[config.mk]
export PLATFORM = sky130hd
export DESIGN_NAME = mem_bus_master
export DESIGN_NICKNAME = d
export VERILOG_FILES = /design/src/rtl/mem_bus_master.sv
export SDC_FILE = /design/constraint.sdc
export NUM_CORES = 1
export LEC_CHECK = 0
export ABC_AREA = 1
export CORE_MARGIN = 2
export CORE_UTILIZATION = 36
export DETAILED_ROUTE_END_ITERATION = 8
export PLACE_DENSITY = 0.73
export SYNTH_ARGS = -nofsm -noshare
export SYNTH_HDL_FRONTEND = slang
export SYNTH_SLANG_ARGS = --single-unit
[constraint.sdc]
create_clock -name i_clk -period 1.2 [get_ports i_clk]
set_clock_uncertainty 0.1 [all_clocks]
set_input_delay 0.24 -clock i_clk [delete_from_list [all_inputs] [get_ports i_clk]]
set_output_delay 0.24 -clock i_clk [all_outputs]
set_load 0.01 [all_outputs]
[src/rtl/mem_bus_master.sv]
// Wishbone classic master: one outstanding core request, registered bus controls, held response.
// Optional ack timeout abort is compiled in with MEM_BUS_TIMEOUT_EN.
`ifndef EXT_ADDR_W
`define EXT_ADDR_W 24
`endif
`ifndef RW
`define RW 16
`endif

module mem_bus_master #(
    parameter int TIMEOUT_CYC = 255
) (
    input  logic                   i_clk,
    input  logic                   i_rst,
    input  logic                   i_req_valid,
    output logic                   o_req_ready,
    input  logic [`EXT_ADDR_W-1:0] i_req_addr,
    input  logic                   i_req_we,
    input  logic [`RW-1:0]         i_req_data,
    input  logic [1:0]             i_req_sel,
    output logic                   o_resp_valid,
    input  logic                   i_resp_ready,
    output logic [15:0]            o_resp_data,
    output logic                   o_resp_err,
    output logic                   o_wb_cyc,
    output logic                   o_wb_stb,
    output logic                   o_wb_we,
    output logic [23:0]            o_wb_adr,
    output logic [15:0]            o_wb_dat,
    output logic [1:0]             o_wb_sel,
    input  logic                   i_wb_ack,
    input  logic                   i_wb_err,
    input  logic [15:0]            i_wb_dat
);

    // state | meaning
    // IDLE  | ready for a core request, bus idle
    // BUS   | cyc/stb asserted, waiting for ack, err (or timeout)
    // RESP  | response held until the core takes it
    typedef enum logic [1:0] {
        S_IDLE = 2'd0,
        S_BUS  = 2'd1,
        S_RESP = 2'd2
    } state_t;

    state_t r_state;

`ifdef MEM_BUS_TIMEOUT_EN
    localparam logic [7:0] TMO_LIMIT = 8'(TIMEOUT_CYC);
    logic [7:0] r_tmo_cnt;
`else
    logic w_unused_timeout;
    assign w_unused_timeout = ^(8'(TIMEOUT_CYC));
`endif

    assign o_req_ready = (r_state == S_IDLE);

    always_ff @(posedge i_clk) begin
        if (!i_rst) begin
            r_state      <= S_IDLE;
            o_wb_cyc     <= 1'b0;
            o_wb_stb     <= 1'b0;
            o_wb_we      <= 1'b0;
            o_wb_adr     <= '0;
            o_wb_dat     <= '0;
            o_wb_sel     <= '0;
            o_resp_valid <= 1'b0;
            o_resp_data  <= '0;
            o_resp_err   <= 1'b0;
`ifdef MEM_BUS_TIMEOUT_EN
            r_tmo_cnt    <= '0;
`endif
        end else begin
            case (r_state)
                S_IDLE: begin
                    if (i_req_valid) begin
                        o_wb_adr  <= i_req_addr;
                        o_wb_we   <= i_req_we;
                        o_wb_dat  <= i_req_data;
                        o_wb_sel  <= i_req_sel;
                        o_wb_cyc  <= 1'b1;
                        o_wb_stb  <= 1'b1;
                        r_state   <= S_BUS;
`ifdef MEM_BUS_TIMEOUT_EN
                        r_tmo_cnt <= '0;
`endif
                    end
                end
                S_BUS: begin
                    // err wins over a simultaneous ack
                    if (i_wb_err) begin
                        o_wb_cyc     <= 1'b0;
                        o_wb_stb     <= 1'b0;
                        o_resp_valid <= 1'b1;
                        o_resp_data  <= '0;
                        o_resp_err   <= 1'b1;
                        r_state      <= S_RESP;
                    end else if (i_wb_ack) begin
                        o_wb_cyc     <= 1'b0;
                        o_wb_stb     <= 1'b0;
                        o_resp_valid <= 1'b1;
                        o_resp_data  <= o_wb_we ? 16'h0000 : i_wb_dat;
                        o_resp_err   <= 1'b0;
                        r_state      <= S_RESP;
`ifdef MEM_BUS_TIMEOUT_EN
                    end else if (r_tmo_cnt + 8'd1 == TMO_LIMIT) begin
                        o_wb_cyc     <= 1'b0;
                        o_wb_stb     <= 1'b0;
                        o_resp_valid <= 1'b1;
                        o_resp_data  <= '0;
                        o_resp_err   <= 1'b1;
                        r_tmo_cnt    <= TMO_LIMIT;
                        r_state      <= S_RESP;
                    end else begin
                        r_tmo_cnt    <= r_tmo_cnt + 8'd1;
`endif
                    end
                end
                S_RESP: begin
                    if (i_resp_ready) begin
                        o_resp_valid <= 1'b0;
                        r_state      <= S_IDLE;
                    end
                end
                default: begin
                    r_state <= S_IDLE;
                end
            endcase
        end
    end

endmodule
; ---- After elaboration in Yosys (flattened, before gate mapping)
; Index checks and enable logic that the tools add are counted.
[op_classes]
eq_ne = 5
muxes = 17
reduce_logical = 9
[op_table]
columns = cell, n
row1 = $mux 16, 3
row2 = $reduce_and 3->1, 3
row3 = $mux 2, 4
row4 = $mux 1, 7
row5 = $pmux 2 s3, 1
row6 = $reduce_bool 2->1, 3
row7 = $ne 2x2->1 const B, 2
row8 = $pmux 1 s2, 2
row9 = $reduce_and 2->1, 2
row10 = $ne 3x3->1 const B, 1
row11 = $eq 2x1->1 const B, 1
row12 = $eq 2x2->1 const B, 1
row13 = $logic_not 2->1, 1
[totals]
regBits = 64
in_bits = 65
output_inout_bits = 64
wordCells = 40

; ---- Logic depth before layout (Yosys ltp)
; Gate-level depths: netlist (run 1).
[logic_depth]
depth_word = 3
depth_mapped = 8
depth_no_buf = 6

; ---- Least setup slack after synthesis (run 1)
; Ideal clock, no wire load.
[synth_path]
path_type = register to register
startpoint = register r_state[1]
endpoint = register o_wb_adr[0]
setup_time_ps = 116
arrival_ps = 957
required_time_ps = 984
path_slack_ps = 27
path_stages_with_launch = 6
path_buffers = 1
synth_period_minus_slack_ps = 1173
cell_sequence = dfxtp_1 -> nor2_4 -> nand2_4 -> buf_2 -> o21ai_0 -> nor2_1
[synth_between]
elab_chain_cells = 2
[synth_rtl]
columns = element, line
row1 = "start, declared", 46  ; state_t r_state;
row2 = "start signal, assigned", 60  ; r_state <= S_IDLE;
row3 = "start signal, assigned", 83  ; r_state <= S_BUS;
row4 = "start signal, assigned", 97  ; r_state <= S_RESP;
row5 = $logic_not 2->1, -
row6 = via o_req_ready, 16  ; output logic o_req_ready,
row7 = $reduce_and 2->1 (no source line), -
row8 = "end signal, assigned", 77  ; o_wb_adr <= i_req_addr;
row9 = "end, declared", 28  ; output logic [23:0] o_wb_adr,
; The timed path passes the listed nets, and every way through them passes these cells.
; A chain may end at the register's enable or synchronous reset.

; ---- Worst setup path in the final report (run 1)
[layout_path]
startpoint = register r_state[1]
endpoint = register o_resp_data[5]
[layout_between]
elab_chain_cells = 2
[layout_rtl]
columns = element, line
row1 = $eq 2x1->1, 74  ; case (r_state)
row2 = $reduce_and 2->1 (no source line), -
row3 = "end signal, assigned", 102  ; o_resp_data <= o_wb_we ? 16'h0000 : i_wb_dat;
row4 = "end, declared", 23  ; output logic [15:0] o_resp_data,
; Every way passes these cells.

==> qor.yml, run 1 <==
status:
  violations: "setup timing"
  outcome: "finished, violations left"
logic_synthesis:
  synth-compound-area-share_pct: 9.58
  synth-seq-cells: 64
  yosys_warnings: 0
  synthAdderAreaFrac_pct: 0
  synth_ff_type: "dfxtp_1"
  synth_cell_types: 16
  synth_area_sq_mm: 0.00251
  synth_cells: 349
  synth_edf_count: 0
  ys_seq_area_share_pct: 51.1
  avgSynthCellArea_sq_um: 7.19
  synth_nets: 414
  synthArstFlopShare_pct: 0
  synth-simple-area-share_pct: 30.5
  synth_top_family_by_area: "simple AND/OR/NAND/NOR gates"
  synthXorXnorAreaFrac_pct: 0
  synthMuxAreaShare_pct: 0
critical_path:
  r2r_end: "o_resp_data[5]"
  crit_path_end_kind: "flop"
  crit_fanout: 9
  rrSetupSlack_ns: -0.08
  crit_end: "o_resp_data[5]"
  critical_path.slowest_cell: "dfxtp_2"
  cp_common_cell: "nand2_1"
  worstRegToRegCells: 7
  crit_required_ns: 1.36
  arrival_ns: 1.44
  crit_path_start_kind: "flop"
  cp-startpoint: "r_state[1]"
  rr_startpoint: "r_state[1]"
  worstSetupPathType: "flop to flop"
  crit_path_cell_trace: "buf_4, nor2_4, buf_12, nand2_8, nand2_1, nand2_1, nor2_1"
  cp_slowest_stage_delay_ns: 0.34
timing:
  setup-violations-final: 40
  worstMarginPinSlew_ns: 0.231
  drv_slew: 0
  hold_viol_final: 0
  period_share_pct: 106
  layout_setup_ws_ns: -0.0775
  hold_ws_ns: 0.244
  tns_ns: -0.951
  relSlewSlack_pct: 84.6
  grt_setup_unrepaired: "true"
  min_period_ns: 1.28
  fmax_mhz: 783
cells_and_area:
  final_cell_mix: "nor2_1 (124), clkdlybuf4s50_1 (63), buf_2 (62), nand2_1 (44), dfxtp_1 (41)"
  mostFrequentLayoutCell: "nor2_1"
  fillers: 603
  area_growth_pct: 68.5
  layout-drive-gt1-share_pct: 33.1
  diodes: 0
  fin_util_pct: 62.6
  nets: 559
placed_design:
  preCtsSetupSlack_ns: -0.364
  gp_congestion: 0.719
  portBuffers: 128
  hpwl_um: 5080
global_route:
  track_usage_pct: 20.0
  grt_overflow: 0
  grt_max_degree: 50
  grt_pass1_wl_um: 11800
  grt_antenna_before_repair: 0
  grt_pass1_vias: 2537
clock_tree:
  clk_latency_ns: 0.33
  tritoncts: "yes"
  path_clk_slew_ns: 0.07
  clock_path_buffers: 2
  cts_hold_buf: 0
  cts_max_level: 3
  cts_made_buffers: 9
  cts_sinks: 64
  cts-root-buf: "clkbuf_8"
die:
  die_y_um: 87.5
  start_util_pct: 37.1
  rows: 30
  core-area_sq_mm: 0.00676
  boundaryPins: 129
  fp.dieW_um: 87.5
  die_area_sq_mm: 0.00765
worst_hold_path:
  holdPathStages: 4
  hp-class: "input port to flop"
route:
  drt_iter0_markers: 83
  drt-wirelength-per-cell_um: 14.1
  drc: 0
  first_pass_iters: 4
  drt_wl_total_um: 8170
  viasPerCell: 4.73
  ant_nets: 0
  vias: 2739
power_and_ir_drop:
  power_density_mw_per_mm2: 1360
  p_int_mw: 4.17
  power_mw: 5.76
  netSwitchingPower_mw: 1.59
  p_leak_nw: 2.00
  ir_worst_vdd_mv: 0.927
  combPwrFrac_pct: 23.3
  seq_power_share_pct: 42.1
  pwr-share-clk_pct: 34.6
  swShare_pct: 27.6
run:
  maxCapViolCount: 0
## through the flow
step | area (sq um) | cells
final | 4230 | 579
after global routing | 4230 | 579
after CTS | 3940 | 570
after detailed placement | 3900 | 550
after global placement | 3900 | 550
after floorplan | 2510 | 349
## synth_stat cells, types with 4 or more instances
master	instances	area (sq um)
a21oi_1	5	25.0
buf_2	5	25.0
nand2_1	53	199
inv_1	21	78.8
buf_6	4	45.0
buf_4	6	45.0
nor2_1	134	503
dfxtp_1	64	1280
o21ai_0	43	215
clkbuf_1	5	18.8
## worst min path at each step
| stage | startpoint | to | slack [ns] |
|---|---|---|---|
| floorplan | i_req_addr[10] | o_wb_adr[10] | 0.30 |
| global placement | o_resp_err | o_resp_err | 0.35 |
| detailed placement | o_resp_err | o_resp_err | 0.36 |
| CTS | i_rst | o_resp_data[0] | 0.24 |
| global route | i_rst | o_wb_adr[18] | 0.26 |
| finish | i_rst | o_wb_adr[18] | 0.24 |
## flip-flops by register name, summed over array words and instances (netlist names)
name	cells
o_wb_adr	24
o_resp_data	16
o_wb_dat	16
o_wb_sel	2
r_state	2
o_resp_err	1
o_resp_valid	1
o_wb_stb	1
o_wb_we	1
## power by group through the flow
| stage | Combinational (mW) | Clock (mW) | Sequential, mW |
|---|---|---|---|
| floorplan | 0.466 | 0 | 2.54 |
| global placement | 1.24 | 0 | 2.45 |
| detailed placement | 1.26 | 0 | 2.46 |
| CTS | 1.16 | 2.02 | 2.42 |
| global route | 1.47 | 2.12 | 2.45 |
| finish | 1.35 | 1.99 | 2.43 |
## cell families after synthesis
family | after synthesis
AO/OA/AOI/OAI | 48
buffers and inverters | 43
flip-flops | 64
AND/OR/NAND/NOR | 194
## critical path: cells and delay by family, from the launching register on
kind | cells | cell delay [ns]
buf+inv | 2 | 0.34
simple gates | 5 | 0.43
flops | 1 | 0.34
## per-layer routing
layer	global-route usage (%)	vias up	wire [um]
met5	0	-	0
li1	-	1379	-
met2	34.2	103	4190
met3	7.20	12	624
met1	22.9	1245	3240
met4	6.71	0	118
## what timing repair did
item | in CTS | in global routing
pin swaps | 6 | 7
cloned | 3 | 8
hold endpoints to repair | 0 | 0
setup buffers | 1 | 1
endpoints found under the setup margin | 86 | 69
resized for setup | 288 | 71
## area by class of cell
class	instances	area, sq um	area share (%)
Clock buffer	14	183	4.32
Tap cell	80	100	2.37
Inverter	22	98.8	2.34
Sequential cell	64	1320	31.1
Multi-Input combinational cell	248	1220	28.9
Timing Repair inverter	1	7.51	0.178
Clock inverter	2	35.0	0.829
Timing Repair Buffer	148	1260	29.9
No activity file was read; power rests on OpenSTA's default activity.
==> inputs of run 2 (changes only) <==
--- a/config.mk
+++ b/config.mk
@@ -6,6 +6,7 @@
 export NUM_CORES = 1
 export LEC_CHECK = 0
 export ABC_AREA = 1
+export CORE_ASPECT_RATIO = 1.2
 export CORE_MARGIN = 2
 export CORE_UTILIZATION = 36
 export DETAILED_ROUTE_END_ITERATION = 8
==> run 2 against run 1 <==
- final area grew 1.2%
- sequential share of layout area down 0.66 points
- worst setup slack improved by 0.016 ns
- non-clock buffer count grew 2
- core utilization rose by 0.22 points
- clock power down 21%
- largest cell class is now multi-input gates
- the run still ends with setup timing left
- via count fell by 2.0%
- combinational power rose by 4%
- largest power group unchanged
==> qor.yml, run 2 (synthesis results as in run 1) <==
status:
  outcome: "finished, violations left"
  violations: "setup timing"
critical_path:
  worstRegToRegCells: 6
  crit_path_cell_trace: "nor2_4, buf_6, nand2_8, buf_6, o21ai_1, nor2_1"
  crit_cells: 6
  rrSetupSlack_ns: -0.06
  rr_startpoint: "r_state[0]"
  crit_family: "flip-flops"
  crit_buf_inv: 2
  crit_path_start_kind: "flop"
  arrival_ns: 1.38
  r2r_end: "o_wb_adr[9]"
  cp-startpoint: "r_state[0]"
  cp_slowest_stage_delay_ns: 0.33
  crit_path_end_kind: "flop"
  worstSetupPathType: "flop to flop"
  critical_path.slowest_cell: "dfxtp_2"
  cp_common_cell: "buf_6"
  crit_fanout: 8
  crit_required_ns: 1.32
  crit_end: "o_wb_adr[9]"
timing:
  worstMarginPinSlew_ns: 0.337
  layout_setup_ws_ns: -0.0614
  setup-violations-final: 51
  drv_slew: 0
  tns_ns: -1.04
  period_share_pct: 105
  grt_setup_unrepaired: "true"
  fmax_mhz: 793
  min_period_ns: 1.26
  relSlewSlack_pct: 77.5
  hold_viol_final: 0
global_route:
  track_usage_pct: 18.2
  grt_pass1_wl_um: 11000
  grt_pass1_vias: 2384
  grt_max_degree: 32
  grt_antenna_before_repair: 0
  grt_overflow: 0
power_and_ir_drop:
  p_leak_nw: 2.00
  power_density_mw_per_mm2: 1260
  ir_worst_vdd_mv: 0.833
  power_mw: 5.39
cells_and_area:
  diodes: 0
  layout.cells.non_filler: 585
  mostFrequentLayoutCell: "nor2_1"
  largest_reg_flops: 24
  top_regs: "o_wb_adr x24, o_resp_data x16, o_wb_dat x16"
  layout-drive-gt1-share_pct: 36.9
  fillers: 608
  nets: 561
  area_growth_pct: 70.5
  final_cell_mix: "nor2_1 (108), buf_2 (63), clkdlybuf4s50_1 (62), dfxtp_1 (47), nand2_1 (42)"
  top_register: "o_wb_adr"
clock_tree:
  tritoncts: "yes"
  cts_made_buffers: 9
  cts-root-buf: "clkbuf_8"
  cts_hold_buf: 0
  clk_latency_ns: 0.33
  cts_max_level: 3
  path_clk_slew_ns: 0.06
  clock_path_buffers: 2
  cts_sinks: 64
die:
  boundaryPins: 129
  rows: 33
  core-area_sq_mm: 0.00681
  fp.dieW_um: 80.2
  start_util_pct: 36.8
  die_y_um: 95.4
  die_area_sq_mm: 0.00766
placed_design:
  gp_congestion: 0.754
  hpwl_um: 4820
  preCtsSetupSlack_ns: -0.333
  portBuffers: 128
  dpl.cell_count: 559
route:
  drt_wl_total_um: 7670
  ant_nets: 0
  drt_iter0_markers: 71
  vias: 2685
  viasPerCell: 4.59
  drt-wirelength-per-cell_um: 13.1
  first_pass_iters: 4
  drc: 0
worst_hold_path:
  hp-class: "input port to flop"
run:
  maxCapViolCount: 0
## run 2: what timing repair did
| item | CTS | global route |
|---|---|---|
| gates resized for setup | 315 | 74 |
| gates cloned | 2 | 8 |
| setup buffers | 3 | 0 |
| setup endpoints to repair | 127 | 66 |
| pin swaps | 3 | 9 |
## run 2: power breakdown
group / internal, mW / switching, mW / leakage, nW
logic: 0.696 / 0.704 / 1.38
clock network: 0.826 / 0.740 / 0.0842
registers: 2.32 / 0.0999 / 0.535
total: 3.84 / 1.54 / 2.00
## run 2: worst min path at each step
stage / startpoint / end / slack [ns] / cells after the start
floorplan: i_req_addr[10] / o_wb_adr[10] / 0.30 / 2
global placement: o_resp_err / o_resp_err / 0.36 / 2
detailed placement: o_resp_err / o_resp_err / 0.36 / 2
CTS: i_rst / o_wb_adr[1] / 0.14 / 3
global route: i_rst / o_wb_adr[1] / 0.15 / 3
finish: i_rst / o_wb_adr[1] / 0.15 / 3
## run 2: layer usage
| metal | share of wire [%] | track usage, % |
|---|---|---|
| met4 | 1.4 | 6.36 |
| met3 | 7.2 | 5.97 |
| met1 | 40 | 20.8 |
| met5 | 0 | 0 |
| met2 | 51 | 31.9 |
## run 2: layout make-up
class / count / area [sq um] / share of cell area, %
Multi-Input combinational cell: 249 / 1320 / 30.9
Sequential cell: 64 / 1300 / 30.4
Timing Repair Buffer: 150 / 1290 / 30.1
Clock buffer: 12 / 155 / 3.63
Tap cell: 87 / 109 / 2.54
Inverter: 22 / 98.8 / 2.31
Clock inverter: 1 / 5.00 / 0.117
## run 2: through the flow
stage          util (%)  hold WS, ns  area (sq um)
2_1_floorplan         -        0.303          2510
3_3_place_gp       57.6        0.359          3930
3_5_place_dp       57.6        0.364          3930
4_1_cts            57.3        0.137          3910
5_1_grt            62.8        0.149          4280
6_report           62.8        0.147          4280
## run 2: tightest hold or removal path: cells and delay by family
kind / cells / cell delay [ns]
buffers and inverters: 1 / 0.17
and+or+nand+nor: 1 / 0.04
AOI/OAI and AO/OA: 1 / 0.09
